--- src/rtl/mem_port_arbiter_pkg.sv ---
// Shared definitions for the memory port arbiter.
//   arb_state_e     : arbiter FSM state encodings (ARB_IDLE, ARB_IF, ARB_MEM)
//   INST_ADDR_BUS_W : default address width (instruction address bus)
//   REG_BUS_W       : default data width (register bus)
//   mask_w()        : byte-enable width for a given data width
package mem_port_arbiter_pkg;

    typedef enum logic [1:0] {
        ARB_IDLE = 2'd0,
        ARB_IF   = 2'd1,
        ARB_MEM  = 2'd2
    } arb_state_e;

    localparam int unsigned INST_ADDR_BUS_W = 32;
    localparam int unsigned REG_BUS_W       = 32;

    function automatic int unsigned mask_w(input int unsigned data_w);
        return data_w / 8;
    endfunction

endpackage

--- src/rtl/mem_port_arbiter.sv ---
// Shares the single external memory port between instruction fetch (IF) and
// data access (MEM). MEM has fixed priority; one bus transaction at a time.
// A fetch in flight when EX signals a taken branch (flush) is discarded.
//   clk, rst                   : clock, synchronous active-high reset
//   if_req/if_addr             : fetch request (held until if_done)
//   if_data/if_done            : fetch result, one-cycle done pulse
//   mem_req/we/addr/wdata/wmask: data request (held until mem_done)
//   mem_rdata/mem_done         : load result, one-cycle done pulse
//   flush                      : taken branch/jump from EX
//   stallreq_if/stallreq_mem   : combinational stall requests
//   bus_*                      : registered bus request, bus_rdata/bus_ack in
module mem_port_arbiter
    import mem_port_arbiter_pkg::*;
#(
    parameter int unsigned ADDR_W = INST_ADDR_BUS_W,
    parameter int unsigned DATA_W = REG_BUS_W
) (
    input  logic                      clk,
    input  logic                      rst,
    input  logic                      if_req,
    input  logic [ADDR_W-1:0]         if_addr,
    output logic [DATA_W-1:0]         if_data,
    output logic                      if_done,
    input  logic                      mem_req,
    input  logic                      mem_we,
    input  logic [ADDR_W-1:0]         mem_addr,
    input  logic [DATA_W-1:0]         mem_wdata,
    input  logic [mask_w(DATA_W)-1:0] mem_wmask,
    output logic [DATA_W-1:0]         mem_rdata,
    output logic                      mem_done,
    input  logic                      flush,
    output logic                      stallreq_if,
    output logic                      stallreq_mem,
    output logic                      bus_req,
    output logic                      bus_we,
    output logic [ADDR_W-1:0]         bus_addr,
    output logic [DATA_W-1:0]         bus_wdata,
    output logic [mask_w(DATA_W)-1:0] bus_wmask,
    input  logic [DATA_W-1:0]         bus_rdata,
    input  logic                      bus_ack
);

    localparam int unsigned MASK_W = mask_w(DATA_W);

    arb_state_e          state_q, state_d;
    logic                drop_q, drop_d;
    logic                bus_req_q, bus_req_d;
    logic                bus_we_q, bus_we_d;
    logic [ADDR_W-1:0]   bus_addr_q, bus_addr_d;
    logic [DATA_W-1:0]   bus_wdata_q, bus_wdata_d;
    logic [MASK_W-1:0]   bus_wmask_q, bus_wmask_d;
    logic [DATA_W-1:0]   if_data_q, if_data_d;
    logic                if_done_q, if_done_d;
    logic [DATA_W-1:0]   mem_rdata_q, mem_rdata_d;
    logic                mem_done_q, mem_done_d;

    // A requester whose done pulse is high this cycle is being retired and
    // must not be re-issued from the request it is still holding.
    logic mem_elig, if_elig;
    assign mem_elig = mem_req & ~mem_done_q;
    assign if_elig  = if_req & ~if_done_q;

    always_comb begin
        state_d     = state_q;
        drop_d      = drop_q;
        bus_req_d   = bus_req_q;
        bus_we_d    = bus_we_q;
        bus_addr_d  = bus_addr_q;
        bus_wdata_d = bus_wdata_q;
        bus_wmask_d = bus_wmask_q;
        if_data_d   = if_data_q;
        if_done_d   = 1'b0;
        mem_rdata_d = mem_rdata_q;
        mem_done_d  = 1'b0;

        unique case (state_q)
            ARB_IDLE: begin
                if (mem_elig) begin
                    state_d     = ARB_MEM;
                    bus_req_d   = 1'b1;
                    bus_we_d    = mem_we;
                    bus_addr_d  = mem_addr;
                    bus_wdata_d = mem_wdata;
                    bus_wmask_d = mem_wmask;
                end else if (if_elig) begin
                    state_d     = ARB_IF;
                    bus_req_d   = 1'b1;
                    bus_we_d    = 1'b0;
                    bus_addr_d  = if_addr;
                    bus_wdata_d = '0;
                    bus_wmask_d = '0;
                end
            end
            ARB_IF: begin
                if (bus_ack) begin
                    state_d   = ARB_IDLE;
                    bus_req_d = 1'b0;
                    drop_d    = 1'b0;
                    // Deliver only if no flush arrived during or on the ack.
                    if (!drop_q && !flush) begin
                        if_data_d = bus_rdata;
                        if_done_d = 1'b1;
                    end
                end else if (flush) begin
                    drop_d = 1'b1;
                end
            end
            ARB_MEM: begin
                // flush is ignored: the data access is older than the branch.
                if (bus_ack) begin
                    state_d     = ARB_IDLE;
                    bus_req_d   = 1'b0;
                    mem_rdata_d = bus_rdata;
                    mem_done_d  = 1'b1;
                end
            end
            default: state_d = ARB_IDLE;
        endcase
    end

    always_ff @(posedge clk) begin
        if (rst) begin
            state_q     <= ARB_IDLE;
            drop_q      <= 1'b0;
            bus_req_q   <= 1'b0;
            bus_we_q    <= 1'b0;
            bus_addr_q  <= '0;
            bus_wdata_q <= '0;
            bus_wmask_q <= '0;
            if_data_q   <= '0;
            if_done_q   <= 1'b0;
            mem_rdata_q <= '0;
            mem_done_q  <= 1'b0;
        end else begin
            state_q     <= state_d;
            drop_q      <= drop_d;
            bus_req_q   <= bus_req_d;
            bus_we_q    <= bus_we_d;
            bus_addr_q  <= bus_addr_d;
            bus_wdata_q <= bus_wdata_d;
            bus_wmask_q <= bus_wmask_d;
            if_data_q   <= if_data_d;
            if_done_q   <= if_done_d;
            mem_rdata_q <= mem_rdata_d;
            mem_done_q  <= mem_done_d;
        end
    end

    assign stallreq_if  = if_req & ~if_done_q;
    assign stallreq_mem = mem_req & ~mem_done_q;

    assign bus_req   = bus_req_q;
    assign bus_we    = bus_we_q;
    assign bus_addr  = bus_addr_q;
    assign bus_wdata = bus_wdata_q;
    assign bus_wmask = bus_wmask_q;
    assign if_data   = if_data_q;
    assign if_done   = if_done_q;
    assign mem_rdata = mem_rdata_q;
    assign mem_done  = mem_done_q;

endmodule
--- config.mk ---
export PLATFORM = sky130hd
export DESIGN_NAME = mem_port_arbiter
export DESIGN_NICKNAME = d
export VERILOG_FILES = /design/src/rtl/mem_port_arbiter_pkg.sv /design/src/rtl/mem_port_arbiter.sv
export SDC_FILE = /design/constraint.sdc
export NUM_CORES = 1
export LEC_CHECK = 0
export BUFFER_PORTS_ARGS = -buffer_cell sky130_fd_sc_hd__clkbuf_2
export CORE_ASPECT_RATIO = 1.4
export CORE_MARGIN = 2
export CORE_UTILIZATION = 45
export CTS_BUF_LIST = sky130_fd_sc_hd__clkbuf_4 sky130_fd_sc_hd__clkbuf_8
export DETAILED_ROUTE_END_ITERATION = 8
export GPL_ROUTABILITY_DRIVEN = 0
export PLACE_DENSITY = 0.82
export RECOVER_POWER = 50
export REMOVE_ABC_BUFFERS = 1
export SLEW_MARGIN = 20
export SYNTH_ARGS = -nofsm -noshare
export SYNTH_HDL_FRONTEND = slang
export SYNTH_SLANG_ARGS = --single-unit
--- constraint.sdc ---
create_clock -name clk -period 1.9 [get_ports clk]
set_input_delay 0.095 -clock clk [delete_from_list [all_inputs] [get_ports clk]]
set_output_delay 0.095 -clock clk [all_outputs]
set_load 0.01 [all_outputs]
==> qor.txt, run 1 <==
Ratio of cells with drive above 1 in the final layout = 0.200
CTS tree = built
# Max-Cap Violations = 0
Post-synthesis instance area = 5190 µm²
Deepest clock path buffer count = 2
Core area = 11,300 µm²
Slowest-stage cell, CP = dlygate4sd3_1
DRT Pass-1 Iters = 5
Post-synthesis sequential area ratio = 0.536
Post-DP Area = 6630 µm²
Fin crit share = 0.956
Horiz. Die Dim = 94.8 µm
Total CTS buffers = 17
Clk Tree Root Cell = clkbuf_8
DRC viols = 0
Crit path from = mem_done$_SDFF_PP0_
Most frequent cells in the layout = dfxtp_1 (139), clkbuf_2 (138), clkbuf_1 (137), dlygate4sd3_1 (135), nand2_1 (130)
Bufs and invs on worst path = 2
Hold Path Class = in2reg
Number of synthesized register bits = 139
DR WL/cell = 17.1 µm
Later-pin clock latency in the skew report = 0.42 ns
WS Path Type = reg2reg
Final WL = 18,700 µm
Final Setup Violations = 0
DRT iter0 DRCs = 271
Initial antenna violation count = 0
IO buf count = 276
First-pass GRT wire length = 28,200 µm
RSZ-0062 raised after global routing = false
Pwr Density = 868 nW/µm²
Vias = 5,758
Pleak = 3.33 nW
Setup bufs post-CTS = 0
Warnings from Yosys = 0
Hold path start = if_req
Netlist cell types = 34
Cells after DPL = 930
Vias per cell = 5.25
Crit-path leading delay family = buffers and inverters
Place WS = 0.201 ns
Synth Area per Inst = 9.48 µm²
GRT overflow = 0
Endpoints failing hold = 0
Syn Inst Count = 548
Worst Path Arrival = 2.09 ns
Detailed Place HPWL = 10,200 µm
Sink Count = 139
VDD IR-drop max = 0.000734 V
Number of global-route vias before repair = 5,851
Htree depth = 4
Achievable Freq = 551 MHz
Worst EP required = 2.18 ns
Fin nets = 1,082
Fillcell total = 854
Post-DRT Antenna Nets = 0
Non-filler cells, final = 1,096
Total track usage = 0.290
FF-to-FF Start = mem_done$_SDFF_PP0_
Antenna diodes = 0
R2R setup slack = 0.08 ns
Crit. End Element = flop
Finished layout cell area = 8220 µm²
Largest net degree at the start of global routing = 58
Area grow syn2layout = 58.3%
Worst Clk Skew = 0.0166 ns
Startpoint Class = flop
Final Worst Setup Slack = 0.0840 ns
Clock transition at path regs = 0.08 ns
Starting Density = 0.460
Max-slew headroom = 0.377
Die Y = 131 µm
Crit-path max cell delay = 0.59 ns
Most common cell after layout, fill and taps aside = dfxtp_1
Outcome = complete, no violations
Slew @ Worst Pin = 0.931 ns
CP Cell Sequence = nand2b_4 -> buf_16 -> mux2i_2 -> dlygate4sd3_1 -> o32ai_1
Max-slew violation count = 0
Die Area = 12,400 µm²
Cell Rows = 46
IO Count = 277
Crit Path Max Fanout = 35
Fin crit period = 1.82 ns
## worst paths after layout
check | to | cells after the start
max | bus_addr[17]$_SDFFE_PP0P_ | 5
min | state_q[1]$_SDFFE_PP0P_ | 4
max reg2reg | bus_addr[17]$_SDFFE_PP0P_ | 5
min reg2reg | mem_rdata[7]$_SDFFE_PP0P_ | 2
## flip-flops by register name, indices dropped and copies added (netlist names), 2 cells and up
| register | count |
|---|---|
| mem_rdata | 32 |
| bus_addr | 32 |
| bus_wdata | 32 |
| if_data | 32 |
| state_q | 2 |
| bus_wmask | 4 |
## cell type report
cell class	instances	area, µm²	share of cell area
clock buffers	19	255	0.0310
clock inverters	12	148	0.0180
inverters	37	141	0.0172
multi-input cells	324	2020	0.246
flip-flops and latches	139	2780	0.338
well taps	144	180	0.0219
repair buffers	421	2700	0.328
## cells by family after synthesis
| group | Yosys count | synth area share |
|---|---|---|
| buffers and inverters | 85 | 0.0768 |
| and+or+nand+nor | 145 | 0.115 |
| DFF | 139 | 0.536 |
| muxes | 32 | 0.0617 |
| AOI/OAI and AO/OA | 144 | 0.204 |
| adders and majority gates | 3 | 0.00723 |
## routing by layer
metal | share of wire | vias up | GRT usage
met2 | 0.53 | 329 | 0.516
met1 | 0.35 | 2644 | 0.287
met3 | 0.067 | 88 | 0.0751
met5 | 0 | - | 0
met4 | 0.059 | 0 | 0.192
li1 | - | 2697 | -
## cells in the mapped netlist
master     instances  share of area
buf_2             20          0.019
o32ai_1           32          0.054
a21boi_1           1         0.0014
nor2_1             2         0.0014
inv_1             34          0.025
o21ai_4            1         0.0031
inv_2              2         0.0014
clkbuf_1          19          0.014
o21ai_0            1        0.00096
and2_1             1         0.0012
a21bo_2            1         0.0019
a32o_1            37          0.071
dfxtp_1          139           0.54
nand4_1            1         0.0012
a21oi_1           67          0.065
a31oi_1            2         0.0024
buf_1              1        0.00072
nor2b_1            2         0.0024
a211oi_1           1         0.0014
inv_4              1         0.0012
nand4bb_1          1         0.0022
nand2_1          130          0.094
nand2b_4           1         0.0026
o211ai_2           1         0.0024
mux2i_1           32          0.062
nand2b_1           2         0.0024
ha_1               3         0.0072
and3_4             1         0.0022
buf_4              3         0.0043
nor3_1             1        0.00096
buf_6              4         0.0087
buf_8              1         0.0029
nand3_1            2         0.0019
and4bb_1           1         0.0024
## worst register-to-register path: cells and delay by family, from the launching register on
kind | cells | cell delay (ns)
buffers and inverters | 2 | 0.83
AOI/OAI and AO/OA | 1 | 0.09
DFF | 1 | 0.32
muxes | 1 | 0.28
and+or+nand+nor | 1 | 0.16
## stage by stage
| stage | power (mW) | setup TNS, ns | util | hold WS, ns |
|---|---|---|---|---|
| 4_1_cts | 7.14 | 0 | 0.743 | 0.0935 |
| 5_1_grt | 7.40 | 0 | 0.729 | 0.152 |
| 3_5_place_dp | 4.46 | 0 | 0.588 | 0.309 |
| 3_3_place_gp | 4.44 | 0 | 0.588 | 0.305 |
| 2_1_floorplan | 3.87 | -12.23 | - | 0.164 |
| 6_report | 7.14 | 0 | 0.729 | 0.134 |
## what timing repair did
item	CTS	global route
hold endpoints to repair	134	0
hold buffers	135	0
resized for setup	0	2
setup endpoints to repair	0	2
## where the power goes
group	leakage [nW]	internal, mW	switching [mW]	total (mW)
clock network	0.205	1.34	1.12	2.46
registers	1.13	3.13	0.128	3.26
logic	1.99	0.655	0.767	1.42
total	3.33	5.12	2.02	7.14
Power figures use the tool's default switching activity.
==> run 2: changes to the inputs <==
--- a/config.mk
+++ b/config.mk
@@ -9,7 +9,7 @@
 export CORE_ASPECT_RATIO = 1.4
 export CORE_MARGIN = 2
 export CORE_UTILIZATION = 45
-export CTS_BUF_LIST = sky130_fd_sc_hd__clkbuf_4 sky130_fd_sc_hd__clkbuf_8
+export CTS_BUF_LIST = sky130_fd_sc_hd__clkbuf_4
 export DETAILED_ROUTE_END_ITERATION = 8
 export GPL_ROUTABILITY_DRIVEN = 0
 export PLACE_DENSITY = 0.82
==> qor.txt, run 2 (synthesis results as in run 1) <==
Cells after DPL = 930 (unchanged)
Non-filler cells, final = 1,099 (was 1,096)
Top Usage Layer GRT = met2 (unchanged)
GRT overflow = 0 (unchanged)
Worst Path Arrival = 2.15 ns (was 2.09 ns)
Startpoint Class = flop (unchanged)
Core area = 11,300 µm² (unchanged)
Final Setup Violations = 0 (unchanged)
IO Count = 277 (unchanged)
Detailed Place HPWL = 10,200 µm (unchanged)
Final Core Density = 0.722 (was 0.729)
WHS = 0.0901 ns (was 0.134 ns)
Pleak = 3.30 nW (was 3.33 nW)
Setup bufs post-CTS = 0 (unchanged)
Clk Tree Root Cell = clkbuf_4 (was clkbuf_8)
Vias = 5,796 (was 5,758)
DR WL/cell = 17.1 µm (about the same)
VDD IR-drop max = 0.000690 V (was 0.000734 V)
Max-slew headroom = 0.399 (was 0.377)
Fin crit period = 1.75 ns (was 1.82 ns)
Fin nets = 1,084 (was 1,082)
Die Area = 12,400 µm² (unchanged)
Largest net degree at the start of global routing = 58 (unchanged)
Met2 Usage GRT = 0.520 (was 0.516)
Cell Rows = 46 (unchanged)
Most frequent cells in the layout = dfxtp_1 (139), clkbuf_2 (139), dlygate4sd3_1 (136), clkbuf_1 (136), nand2_1 (130) (was dfxtp_1 (139), clkbuf_2 (138), clkbuf_1 (137), dlygate4sd3_1 (135), nand2_1 (130))
RSZ-0062 raised after global routing = false (unchanged)
First-pass GRT wire length = 28,300 µm (was 28,200 µm)
Number of global-route vias before repair = 5,768 (was 5,851)
Outcome = complete, no violations (unchanged)
Worst Clk Skew = 0.0246 ns (was 0.0166 ns)
Starting Density = 0.460 (unchanged)
Clock transition at path regs = 0.12 ns (was 0.08 ns)
Pwr Density = 819 nW/µm² (was 868 nW/µm²)
Hold Path Class = in2reg (unchanged)
Sequential Area = 2780 µm² (unchanged)
Endpoints failing hold = 0 (unchanged)
Initial antenna violation count = 1 (was 0)
Met1 Usage GRT = 0.297 (was 0.287)
WS Path Type = reg2reg (unchanged)
Sink Count = 139 (unchanged)
CTS tree = built (unchanged)
Htree depth = 4 (unchanged)
Crit Path Max Fanout = 18 (was 35)
Total track usage = 0.291 (was 0.290)
CP Cell Sequence = nand2b_4 -> buf_16 -> mux2i_1 -> dlygate4sd3_1 -> o32ai_1 (was nand2b_4 -> buf_16 -> mux2i_2 -> dlygate4sd3_1 -> o32ai_1)
Horiz. Die Dim = 94.8 µm (unchanged)
DRC viols = 0 (unchanged)
Post-DRT Antenna Nets = 0 (unchanged)
Vias per cell = 5.27 (was 5.25)
Area grow syn2layout = 56.8% (was 58.3%)
# Max-Cap Violations = 0 (unchanged)
Fillcell total = 864 (was 854)
Max-slew violation count = 0 (unchanged)
Slowest-stage cell, CP = dlygate4sd3_1 (unchanged)
Deepest clock path buffer count = 2 (unchanged)
DRT iter0 DRCs = 308 (was 271)
Later-pin clock latency in the skew report = 0.53 ns (was 0.42 ns)
Fin crit share = 0.924 (was 0.956)
Multi-input logic area = 2020 µm² (unchanged)
Crit. End Element = flop (unchanged)
Total CTS buffers = 17 (unchanged)
Worst EP required = 2.30 ns (was 2.18 ns)
Met3 Resource Use GR = 0.0734 (was 0.0751)
Ratio of cells with drive above 1 in the final layout = 0.200 (about the same)
Crit-path max cell delay = 0.60 ns (was 0.59 ns)
Slew @ Worst Pin = 0.898 ns (was 0.931 ns)
Achievable Freq = 570 MHz (was 551 MHz)
Die Y = 131 µm (unchanged)
DRT Pass-1 Iters = 6 (was 5)
IO buf count = 276 (unchanged)
Final WL = 18,800 µm (was 18,700 µm)
## run 2: repair_timing
| action | CTS | global route |
|---|---|---|
| setup endpoints to repair | 0 | 3 |
| endpoints found under the hold margin | 137 | 0 |
| hold buffers | 136 | 0 |
| resized for setup | 0 | 2 |
## run 2: critical path, delay by kind of cell (launching register included)
family | cells | cell delay (ns)
and+or+nand+nor | 1 | 0.18
buffers and inverters | 2 | 0.79
DFF | 1 | 0.34
muxes | 1 | 0.25
AOI/OAI and AO/OA | 1 | 0.07
## run 2: report_power, final
group	internal, mW	switching [mW]	leakage, nW
Combinational	0.663	0.767	2.01
Sequential	3.13	0.124	1.13
Clock	0.909	1.07	0.155
## run 2: path summary, 6_finish.rpt
| path | from | end | slack [ns] | cells past startpoint |
|---|---|---|---|---|
| setup / recovery | mem_done$_SDFF_PP0_ | bus_addr[14]$_SDFFE_PP0P_ | 0.15 | 5 |
| hold / removal | mem_req | state_q[1]$_SDFFE_PP0P_ | 0.09 | 5 |
| setup reg to reg | mem_done$_SDFF_PP0_ | bus_addr[14]$_SDFFE_PP0P_ | 0.15 | 5 |
| hold reg to reg | mem_rdata[7]$_SDFFE_PP0P_ | mem_rdata[7]$_SDFFE_PP0P_ | 0.46 | 2 |
## run 2: area by class of cell
cell class / count / share of cell area
clock buffers: 18 / 0.0166
repair buffers: 423 / 0.335
well taps: 144 / 0.0221
inverters: 37 / 0.0174
flip-flops and latches: 139 / 0.342
diodes: 1 / 0.000307
clock inverters: 13 / 0.0186
multi-input cells: 324 / 0.248
## run 2: through the flow
stage	TNS (ns)	worst slack (ns)	power, mW	instance area (µm²)
after CTS	0	0.119	6.67	8280
final	0	0.145	6.67	8150
after detailed placement	0	0.201	4.46	6630
after global placement	0	0.264	4.44	6630
after floorplan	-12.23	-0.382	3.87	4940
after global routing	0	0.00177	6.94	8150
## run 2: routing by layer
layer / vias up / routed length [µm] / part of all wire
met5: - / 0 / 0
met4: 0 / 953 / 0.051
met3: 82 / 1210 / 0.065
met2: 288 / 9950 / 0.53
met1: 2719 / 6640 / 0.35
li1: 2707 / - / -
==> run 3: changes to the inputs <==
--- a/config.mk
+++ b/config.mk
@@ -5,6 +5,7 @@
 export SDC_FILE = /design/constraint.sdc
 export NUM_CORES = 1
 export LEC_CHECK = 0
+export ABC_CLOCK_PERIOD_IN_PS = 1900
 export BUFFER_PORTS_ARGS = -buffer_cell sky130_fd_sc_hd__clkbuf_2
 export CORE_ASPECT_RATIO = 1.4
 export CORE_MARGIN = 2
@@ -15,6 +16,7 @@
 export PLACE_DENSITY = 0.82
 export RECOVER_POWER = 50
 export REMOVE_ABC_BUFFERS = 1
+export SETUP_SLACK_MARGIN = 0.4
 export SLEW_MARGIN = 20
 export SYNTH_ARGS = -nofsm -noshare
 export SYNTH_HDL_FRONTEND = slang
==> qor.txt, run 3 (synthesis results as in run 1) <==
Outcome = complete, no violations (unchanged)
Startpoint Class = flop (unchanged)
Finished layout cell area = 8290 µm² (was 8150 µm²)
Clock transition at path regs = 0.13 ns (was 0.12 ns)
Deepest clock path buffer count = 2 (unchanged)
First-pass GRT wire length = 30,200 µm (was 28,300 µm)
Vias per cell = 5.42 (was 5.27)
Slowest-stage cell, CP = dfxtp_1 (was dlygate4sd3_1)
Max-slew headroom = 0.598 (was 0.399)
Crit-path leading delay family = simple AND/OR/NAND/NOR gates (was buffers and inverters)
Sw power = 2.05 mW (was 1.97 mW)
Pleak = 3.34 nW (was 3.30 nW)
# Max-Cap Violations = 0 (unchanged)
Final Setup Violations = 0 (unchanged)
Detailed route wirelength on metal3 = 1610 µm (was 1210 µm)
Number of global-route vias before repair = 6,019 (was 5,768)
Total track usage = 0.312 (was 0.291)
Fin crit share = 0.814 (was 0.924)
Met2 WL post-DR = 10,300 µm (was 9950 µm)
Area grow syn2layout = 59.6% (was 56.8%)
Pwr Density = 817 nW/µm² (was 819 nW/µm²)
Final WL = 20,300 µm (was 18,800 µm)
Wl on met1 = 6860 µm (was 6640 µm)
Most common cell after layout, fill and taps aside = clkbuf_2
Comb power frac = 0.222 (was 0.215)
Fin crit period = 1.55 ns (was 1.75 ns)
Largest net degree at the start of global routing = 58 (unchanged)
Most frequent cells in the layout = clkbuf_2 (140), dfxtp_1 (138), dlygate4sd3_1 (136), clkbuf_1 (135), nand2_1 (129) (was dfxtp_1 (139), clkbuf_2 (139), dlygate4sd3_1 (136), clkbuf_1 (136), nand2_1 (130))
Starting Density = 0.460 (unchanged)
Total CTS buffers = 17 (unchanged)
IO Count = 277 (unchanged)
Fin nets = 1,088 (was 1,084)
Sink Count = 139 (unchanged)
Die Y = 131 µm (unchanged)
RSZ-0062 raised after global routing = true (was false)
CTS tree = built (unchanged)
Worst EP required = 2.29 ns (was 2.30 ns)
Later-pin clock latency in the skew report = 0.54 ns (was 0.53 ns)
Htree depth = 4 (unchanged)
Endpoints failing hold = 0 (unchanged)
Cell Rows = 46 (unchanged)
WS Path Type = reg2reg (unchanged)
Ratio of cells with drive above 1 in the final layout = 0.215 (was 0.200)
Fillcell total = 833 (was 864)
IO buf count = 276 (unchanged)
Clock share of power = 0.297 (was 0.298)
DRT iter0 DRCs = 318 (was 308)
DR top layer = met4 (unchanged)
DRC viols = 0 (unchanged)
Detailed Place HPWL = 10,200 µm (unchanged)
Pint = 4.72 mW (was 4.70 mW)
Clk Tree Root Cell = clkbuf_4 (unchanged)
Core area = 11,300 µm² (unchanged)
Crit-path max cell delay = 0.36 ns (was 0.60 ns)
Worst Clk Skew = 0.0251 ns (was 0.0246 ns)
Horiz. Die Dim = 94.8 µm (unchanged)
Crit Path Max Fanout = 28 (was 18)
DR WL/cell = 18.4 µm (was 17.1 µm)
Max-slew violation count = 0 (unchanged)
Switch share = 0.303 (was 0.295)
Total power draw = 6.77 mW (was 6.67 mW)
Post-DP Area = 6630 µm² (unchanged)
Vias = 5,989 (was 5,796)
DRT Pass-1 Iters = 5 (was 6)
Initial antenna violation count = 2 (was 1)
CP Cell Sequence = inv_2 -> ha_4 -> nand4bb_1 -> buf_12 -> nand2_1 -> a21oi_1 (was nand2b_4 -> buf_16 -> mux2i_1 -> dlygate4sd3_1 -> o32ai_1)
GRT overflow = 0 (unchanged)
Sequential power share = 0.481 (was 0.488)
Crit. End Element = flop (unchanged)
Post-DRT Antenna Nets = 0 (unchanged)
VDD IR-drop max = 0.000701 V (was 0.000690 V)
Slew @ Worst Pin = 0.604 ns (was 0.898 ns)
Achievable Freq = 647 MHz (was 570 MHz)
Hold Path Class = in2reg (unchanged)
WHS = 0.0658 ns (was 0.0901 ns)
Die Area = 12,400 µm² (unchanged)
Worst Path Arrival = 1.94 ns (was 2.15 ns)
Bufs and invs on worst path = 2 (unchanged)
-- run 3: cell types whose count changed in the layout (fill, tap and decap cells not counted), moves of 2 or more --
cell / delta
buf_12: +3
buf_4: -2
buf_6: +2
ha_1: -2
ha_4: +2
o32ai_1: -4
o32ai_2: +4
-- run 3: power by group through the flow --
stage	Sequential [mW]	Clock (mW)	Combinational, mW
floorplan	3.40	0	0.469
global placement	3.30	0	1.14
detailed placement	3.31	0	1.16
CTS	3.24	2.01	1.42
global route	3.28	2.15	1.59
finish	3.26	2.01	1.50
-- run 3: path summary, 6_finish.rpt --
check                           start                        to  slack, ns  depth (start not counted)
max reg2reg   state_q[1]$_SDFFE_PP0P_  if_data[25]$_SDFFE_PP0P_       0.35                          6
min                           mem_req   state_q[1]$_SDFFE_PP0P_       0.07                          5
min reg2reg  if_data[29]$_SDFFE_PP0P_  if_data[29]$_SDFFE_PP0P_       0.46                          2
max           state_q[1]$_SDFFE_PP0P_  if_data[25]$_SDFFE_PP0P_       0.35                          6
-- run 3: worst reg2reg max path, stage by stage, from the launching register on --
cell and delay, ns:
dfxtp_1 0.36, inv_2 0.11, ha_4 0.16, nand4bb_1 0.32
buf_12 0.29, nand2_1 0.10, a21oi_1 0.07
-- run 3: cell type report --
cell class                      count  area (µm²)  area share
Sequential cell                   139        2780       0.336
Timing Repair Buffer              425        2770       0.335
Multi-Input combinational cell    326        2110       0.255
Tap cell                          144         180      0.0217
Clock inverter                     13         151      0.0183
Inverter                           37         146      0.0177
Clock buffer                       18         135      0.0163
Antenna cell                        2        5.00    0.000604
-- run 3: per-layer routing --
metal,up-vias,GRT usage
met2,364,0.528
met5,-,0
li1,2729,-
met3,129,0.101
met1,2767,0.308
met4,0,0.231
-- run 3: per-stage QoR --
step / std cells / util / TNS (ns) / setup WS (ns)
4_1_cts: 1099 / 0.738 / 0 / 0.350
6_report: 1104 / 0.735 / 0 / 0.354
2_1_floorplan: 500 / - / -12.23 / -0.382
5_1_grt: 1104 / 0.735 / 0 / 0.249
3_5_place_dp: 930 / 0.588 / 0 / 0.201
3_3_place_gp: 930 / 0.588 / 0 / 0.264
-- run 3: repair_timing --
action,CTS,global route
pin swaps,3,2
hold buffers,136,0
endpoints found under the hold margin,138,0
gates cloned,2,1
gates resized for setup,7,20
setup buffers,0,2
setup endpoints to repair,97,115
